File: src/rtl/mem_access_unit.sv
// Memory-stage access controller: drives a wait-state data bus, formats load data,
// stalls the pipeline while the bus is busy and flags misaligned or timed-out accesses.
module mem_access_unit #(
  parameter int TIMEOUT = 16,
  parameter int CNT_W   = 8
) (
  input  logic        clk,
  input  logic        rst,
  input  logic [31:0] ALUResultM,
  input  logic [31:0] WriteDataM,
  input  logic [1:0]  MemWriteM,
  input  logic [1:0]  ResultSrcM,
  input  logic [2:0]  LoadSizeM,
  input  logic        RegWriteM,
  output logic        dmem_req,
  output logic        dmem_we,
  output logic [31:0] dmem_addr,
  output logic [3:0]  dmem_be,
  output logic [31:0] dmem_wdata,
  input  logic        dmem_ready,
  input  logic [31:0] dmem_rdata,
  output logic [31:0] ReadDataM,
  output logic        RegWriteOutM,
  output logic        StallM,
  output logic        MisalignM,
  output logic        BusErrM
);
  typedef enum logic [1:0] {IDLE, WAIT, DONE} state_t;

  localparam logic [CNT_W-1:0] CNT_LAST = CNT_W'(TIMEOUT - 1);

  state_t           state_q, state_d;
  logic [CNT_W-1:0] cnt_q, cnt_d;
  logic [31:0]      rdata_q, rdata_d;
  logic             err_q, err_d;

  logic        is_store, is_load, access, misalign, req_ok;
  logic [1:0]  size;  // 0 byte, 1 half, 2 word
  logic [3:0]  be_raw;
  logic [31:0] wdata_raw, lane, fmt;

  // Access decode: a store wins over a load when both are flagged.
  always_comb begin
    is_store = |MemWriteM;
    is_load  = ~is_store & (ResultSrcM == 2'b01);
    access   = is_store | is_load;
    size     = 2'd2;
    if (is_store) begin
      case (MemWriteM)
        2'b01:   size = 2'd0;
        2'b10:   size = 2'd1;
        default: size = 2'd2;
      endcase
    end else begin
      case (LoadSizeM)
        3'b000, 3'b100: size = 2'd0;
        3'b001, 3'b101: size = 2'd1;
        default:        size = 2'd2;
      endcase
    end
    misalign = access & (((size == 2'd1) & ALUResultM[0]) |
                         ((size == 2'd2) & (|ALUResultM[1:0])));
    req_ok   = access & ~misalign;

    case (size)
      2'd0:    be_raw = 4'b0001 << ALUResultM[1:0];
      2'd1:    be_raw = ALUResultM[1] ? 4'b1100 : 4'b0011;
      default: be_raw = 4'b1111;
    endcase

    case (MemWriteM)
      2'b01:   wdata_raw = {4{WriteDataM[7:0]}};
      2'b10:   wdata_raw = {2{WriteDataM[15:0]}};
      default: wdata_raw = WriteDataM;
    endcase

    lane = dmem_rdata >> {ALUResultM[1:0], 3'b000};
    case (LoadSizeM)
      3'b000:  fmt = {{24{lane[7]}}, lane[7:0]};
      3'b100:  fmt = {24'd0, lane[7:0]};
      3'b001:  fmt = {{16{lane[15]}}, lane[15:0]};
      3'b101:  fmt = {16'd0, lane[15:0]};
      default: fmt = dmem_rdata;
    endcase
  end

  always_comb begin
    state_d      = state_q;
    cnt_d        = cnt_q;
    rdata_d      = rdata_q;
    err_d        = err_q;
    dmem_req     = 1'b0;
    ReadDataM    = 32'd0;
    RegWriteOutM = 1'b0;
    StallM       = 1'b0;
    MisalignM    = 1'b0;
    BusErrM      = 1'b0;
    case (state_q)
      IDLE: begin
        MisalignM    = misalign;
        RegWriteOutM = RegWriteM & ~misalign;
        if (req_ok) begin
          dmem_req = 1'b1;
          if (dmem_ready) begin
            ReadDataM = is_load ? fmt : 32'd0;
          end else begin
            StallM  = 1'b1;
            cnt_d   = '0;
            state_d = WAIT;
          end
        end
      end
      WAIT: begin
        // Inputs are frozen by StallM, so the request stays identical.
        dmem_req     = 1'b1;
        StallM       = 1'b1;
        MisalignM    = misalign;
        RegWriteOutM = RegWriteM & ~misalign;
        cnt_d        = cnt_q + 1'b1;
        if (dmem_ready) begin
          rdata_d = is_load ? fmt : 32'd0;
          err_d   = 1'b0;
          state_d = DONE;
        end else if (cnt_q == CNT_LAST) begin
          rdata_d = 32'd0;
          err_d   = 1'b1;
          state_d = DONE;
        end
      end
      DONE: begin
        ReadDataM    = rdata_q;
        RegWriteOutM = RegWriteM & ~err_q;
        BusErrM      = err_q;
        state_d      = IDLE;
      end
      default: state_d = IDLE;
    endcase

    dmem_we    = dmem_req & is_store;
    dmem_addr  = dmem_req ? {ALUResultM[31:2], 2'b00} : 32'd0;
    dmem_be    = dmem_req ? be_raw : 4'd0;
    dmem_wdata = (dmem_req & is_store) ? wdata_raw : 32'd0;

    if (rst) begin
      dmem_req     = 1'b0;
      dmem_we      = 1'b0;
      dmem_addr    = 32'd0;
      dmem_be      = 4'd0;
      dmem_wdata   = 32'd0;
      ReadDataM    = 32'd0;
      RegWriteOutM = 1'b0;
      StallM       = 1'b0;
      MisalignM    = 1'b0;
      BusErrM      = 1'b0;
    end
  end

  always_ff @(posedge clk) begin
    if (rst) begin
      state_q <= IDLE;
      cnt_q   <= '0;
      rdata_q <= 32'd0;
      err_q   <= 1'b0;
    end else begin
      state_q <= state_d;
      cnt_q   <= cnt_d;
      rdata_q <= rdata_d;
      err_q   <= err_d;
    end
  end
endmodule

File: config.mk
export PLATFORM = sky130hd
export DESIGN_NAME = mem_access_unit
export DESIGN_NICKNAME = d
export VERILOG_FILES = /design/src/rtl/mem_access_unit.sv
export SDC_FILE = /design/constraint.sdc
export NUM_CORES = 1
export LEC_CHECK = 0
export BUFFER_PORTS_ARGS = -buffer_cell sky130_fd_sc_hd__buf_2
export CORE_ASPECT_RATIO = 1.5
export CORE_MARGIN = 5
export CORE_UTILIZATION = 45
export DETAILED_ROUTE_END_ITERATION = 16
export PLACE_DENSITY_LB_ADDON = 0.15
export SYNTH_ARGS = -nofsm -noshare
export SYNTH_HDL_FRONTEND = slang
export SYNTH_SLANG_ARGS = --single-unit
File: constraint.sdc
create_clock -name clk -period 2.45 [get_ports clk]
set_clock_uncertainty 0.15 [all_clocks]
set_input_delay 0.1225 -clock clk [delete_from_list [all_inputs] [get_ports clk]]
set_output_delay 0.1225 -clock clk [all_outputs]
set_load 0.02 [all_outputs]
## Word-level counts from Yosys, hierarchy flattened

Index checks and enable logic that the tools add are counted.

- Bits in registers: 43
- Bits of input ports: 107

- Bitwise logic cells: 13
- Eq/ne operators: 14
- Shifts and indexed selects: 2
- Reduce and logical (&&, ||, !) cells: 13
- Mux-type cells: 44
- $add $sub $neg: 1

Operator list:

| operator | count |
|---|---|
| $mux 32 | 10 |
| $pmux 32 s2 | 2 |
| $pmux 32 s4 | 1 |
| $shr 32x5->16 | 1 |
| $mux 8 | 2 |
| $pmux 8 s2 | 1 |
| $mux 1 | 13 |
| $mux 4 | 3 |
| $pmux 2 s2 | 3 |
| $mux 2 | 5 |
| $reduce_or 2->1 | 5 |
| $add 8x1->8 const B | 1 |
| $and 1x1->1 | 8 |
| $eq 2x1->1 const B | 4 |
| $eq 8x4->1 const B | 1 |
| $pmux 4 s2 | 1 |
| $eq 2x2->1 const B | 3 |
| $eq 3x3->1 const B | 2 |
| $pmux 1 s2 | 3 |
| $reduce_and 3->1 | 2 |
| $logic_not 2->1 | 2 |
| $ne 2x2->1 const B | 2 |
| $reduce_bool 2->1 | 2 |
| $shl 1x2->4 const A | 1 |
| other kinds (6) | 9 |

## Longest topological paths before layout

- Depth in word-level cells: 15
- Gate-level depth with buffers: 9

## Least setup slack after synthesis

No wires, ideal clock.

- Path type: in2out
- From: input MemWriteM[0]
- To: output dmem_wdata[24]
- Arrival time: 2095 ps
- Data required time: 2178 ps
- Setup slack: 82 ps
- Stages: 8
- Buffers on the path: 1
- Cells stage by stage: inv_1 ha_1 buf_2 and4b_1 a41oi_2 o31ai_1 a2111o_1 a211oi_1

- Cells in the longest elaborated chain, start to end: 14
- Elaborated cells on any way between the ends: 22
- Classes of those cells: eq/ne: 4; mux: 7; bitwise: 10; reduce/logical: 1

RTL lines:

| element | line | RTL |
|---|---|---|
| from (decl) | 11 | `input logic [1:0] MemWriteM,` |
| $eq 2x2->1 / $eq 2x1->1 (equally long branches) | 49, 71 |  |
| $pmux 2 s2 | 49 | `case (MemWriteM)` |
| $mux 2 | 48 | `if (is_store) begin` |
| $eq 2x1->1 / $eq 2x2->1 (equally long branches) | 61, 62 |  |
| $and 1x1->1 (on tied branches) | 61, 62 |  |
| $or 1x1->1 | 61 | `misalign = access & (((size == 2'd1) & ALUResultM[0]) \|` |
| $and 1x1->1 | 61 |  |
| $not 1->1 | 63 | `req_ok = access & ~misalign;` |
| $and 1x1->1 | 63 |  |
| $mux 1 | 102 | `if (req_ok) begin` |
| $pmux 1 s2 | 98 | `case (state_q)` |
| $and 1x1->1 | 142 | `dmem_wdata = (dmem_req & is_store) ? wdata_raw : 32'd0;` |
| $mux 32 * | 142 |  |
| $mux 32 * | 144 | `if (rst) begin` |
| to (decl) | 19 | `output logic [31:0] dmem_wdata,` |

Every way passes the cells marked *; elsewhere a longest branch is shown, timed or not.

## Final worst setup path

- From: input MemWriteM[1]
- To: output ReadDataM[30]

- Cells in the longest elaborated chain, start to end: 12
- Elaborated cells on any way between the ends: 21
- Classes of those cells: eq/ne: 4; mux: 7; bitwise: 9; reduce/logical: 1

RTL lines:

| element | line | RTL |
|---|---|---|
| $eq 2x2->1 / $eq 2x1->1 (equally long branches) | 49 |  |
| $pmux 2 s2 | 49 |  |
| $mux 2 | 48 |  |
| $eq 2x1->1 / $eq 2x2->1 (equally long branches) | 61, 62 |  |
| $and 1x1->1 (on tied branches) | 61, 62 |  |
| $or 1x1->1 | 61 |  |
| $and 1x1->1 | 61 |  |
| $not 1->1 | 63 |  |
| $and 1x1->1 | 63 |  |
| $mux 32 * | 102 |  |
| $pmux 32 s2 * | 98 |  |
| $mux 32 * | 144 |  |
| to (decl) | 22 | `output logic [31:0] ReadDataM,` |

Marks and branches as above.

==> flow_metrics.tcl <==
set metrics [dict create \
    ys_types 64 \
    critical_path_class "in -> out" \
    antenna_found_initial 0 \
    fin_cells 810 \
    track_usage_pct 27.4 \
    chipHeight_um 122 \
    post-dp-hpwl_um 12000 \
    die_w_um 84.9 \
    synthAdderAreaFrac_pct 1.32 \
    cts_buffer_depth 2 \
    grt_pass1_vias 4494 \
    slew_viol_final 0 \
    yosys_warnings 0 \
    antennaDiodeCount 0 \
    setup_viol 0 \
    cts_made_buffers 5 \
    clk_pin_slew_ps 60 \
    p_clk_share_pct 29.9 \
    drt_wl_total_um 14900 \
    dieArea_mm2 0.0104 \
    ys_async_sr_fraction_pct 0 \
    avgSynthCellArea_um2 7.74 \
    avgViaCountPerCell 5.72 \
    io_buffer_count 210 \
    outcome "complete, no violations" \
    htree_num_levels 2 \
    synth-compound-area-share_pct 32.2 \
    grt_max_degree 36 \
    fin_hold_ws_ps 16.4 \
    firstDrtPassIters 5 \
    worstPathRequired_ps 2180 \
    ys.flop_type "dfxtp_1" \
    drtIter0Drc 377 \
    grt-ovfl-total 0 \
    cpPeakStageDelay_ps 360 \
    cts_tree "done" \
    synth-simple-area-share_pct 32.4 \
    synthCells 490 \
    syn_area_mm2 0.00379 \
    synth-xor-area-share_pct 1.39 \
    initial_core_util_pct 45.6 \
    power_frac_comb_pct 38.2 \
    worstPathArrival_ps 2100 \
    synth_top_family_by_area "simple AND/OR/NAND/NOR gates" \
    cp-end-kind "output port" \
    nets 813 \
    p_per_area_mw_per_mm2 420 \
    place_congestion 0.900 \
    slowest_stage "o311ai_4" \
    hold_viol_final 0 \
    io_pins 213 \
    ys_ff_latch 43 \
    grt_setup_unrepaired "true" \
    grt_pass1_wl_um 22800 \
    intPower_uw 1420 \
    synthMuxAreaShare_pct 2.71 \
    min_period_ps 2370 \
    min_period_over_period_pct 96.7 \
    ir_worst_vdd_v 0.000342 \
    ant_nets 0 \
    vias 4630 \
    path_buf_inv 6 \
    drive_above_1_share_pct 41.7 \
    slew_headroom_pct 57.8 \
    tightest_slew_ps 618 \
    seq_area_frac_synth_pct 22.7 \
    pre_cts_ws_ps -12.4 \
    fmax_mhz 422 \
    synth_most_common_cell "nor2_1" \
    avgRoutedWirePerCell_um 18.3 \
    clk_latency_ps 290 \
    cellLeakagePower_uw 0.00246 \
    hold_path.class "in -> reg" \
    synth_top_cell_area_share_pct 22.7 \
    path_max_fanout 16 \
    synth_common_cells "nor2_1 (51), dfxtp_1 (43), and2_1 (41)" \
    dpl.cell_count 799 \
    rows 41 \
    fin_ws_ps 80.4 \
    worstSetupStartpointType "input port" \
    p_switching_uw 803 \
    coreArea_mm2 0.00831 \
    synth_area_leader_cell "dfxtp_1" \
    nFillCells 792 \
    maxCapViolCount 0 \
    crit_chain "buf_2, inv_1, ha_2, nor2_1, a21oi_1, buf_4, o311ai_4, buf_4, nor2_4, buf_12, a32o_1, buf_2" \
    clockRootBuffer "clkbuf_16" \
    drc 0 \
    seqPwrFrac_pct 31.9 \
    synth_edf_count 0 \
    cts.sinks 43 \
    crit_family "buffers and inverters" \
    switching_share_pct 36.1 \
    area_delta_synth_final_pct 39.4 \
    synthTopCellsByArea "dfxtp_1 (23%), and2_1 (6.8%), nor2_1 (5.0%)" \
]
area by class of cell:
cell class | instances | area [µm²] | area share (%)
Multi-Input combinational cell | 390 | 2700 | 51.1
Sequential cell | 43 | 861 | 16.3
Timing Repair Buffer | 249 | 1400 | 26.5
Clock inverter | 2 | 12.5 | 0.237
Inverter | 13 | 48.8 | 0.923
Clock buffer | 6 | 129 | 2.44
Tap cell | 107 | 134 | 2.53
cells in the final DEF, fill, tap and decap left out, types with 23 or more instances in the layout:
master,n
and2_1,41
o21ai_0,23
nand2b_1,23
nor2_1,49
buf_2,204
buf_4,40
nand2_1,38
dfxtp_1,43
power by group through the flow:
stage	sequential, µW	combinational, µW	clock (µW)
after floorplan	722	486	0
after global placement	724	813	0
after detailed placement	724	823	0
after CTS	708	828	678
after global routing	709	911	707
final	709	848	665
final timing paths:
kind	startpoint	end	slack, ps	depth (start not counted)
hold / removal	dmem_ready	err_q	20	2
hold reg to reg	rdata_q[11]	rdata_q[11]	320	1
setup / recovery	MemWriteM[1]	ReadDataM[30]	80	12
setup reg to reg	cnt_q[3]	rdata_q[8]	190	6
per-stage QoR:
step	total power [µW]	util, %	instance area, µm²	setup TNS, ps
final	2220	63.6	5290	0
after detailed placement	1550	61.1	5080	-12.4
after global routing	2330	63.6	5290	-190
after global placement	1540	61.1	5080	0
after CTS	2210	63.0	5240	0
after floorplan	1210	-	3790	0
logic make-up (layout without fill, tap and decap cells):
logic type	after synthesis	in the layout
AOI/OAI and AO/OA	153	153
xor gates and xnor gates	6	6
adders and majority gates	4	4
buffers and inverters	58	270
DFF	43	43
muxes	10	10
other	1	2
and+or+nand+nor	215	215
registers in the layout (all words and copies together) (netlist names):
signal and count:
state_q 2, cnt_q 8, rdata_q 32, err_q 1
what timing repair did:
| item | 4_1_cts | 5_1_grt |
|---|---|---|
| resized for setup | 0 | 17 |
| setup buffers | 0 | 1 |
| pin swaps | 1 | 2 |
| hold buffers | 2 | 0 |
| endpoints found under the hold margin | 2 | 0 |
| setup endpoints to repair | 2 | 40 |
metal layers:
layer | share of wire, % | wire, µm | track usage, % | up-vias
met5 | 0 | 0 | 0 | -
li1 | - | - | - | 2223
met1 | 37 | 5540 | 29.9 | 2155
met3 | 6.7 | 995 | 5.17 | 26
met2 | 54 | 7960 | 52.2 | 226
met4 | 2.3 | 348 | 9.21 | 0
worst register-to-register path, delay by kind of cell, from the launching register on:
family                 cells  cell delay (ps)
and+or+nand+nor            3             1010
AOI/OAI and AO/OA          2              370
DFF                        1              410
buffers and inverters      1              270
No activity file was read; power rests on OpenSTA's default activity.
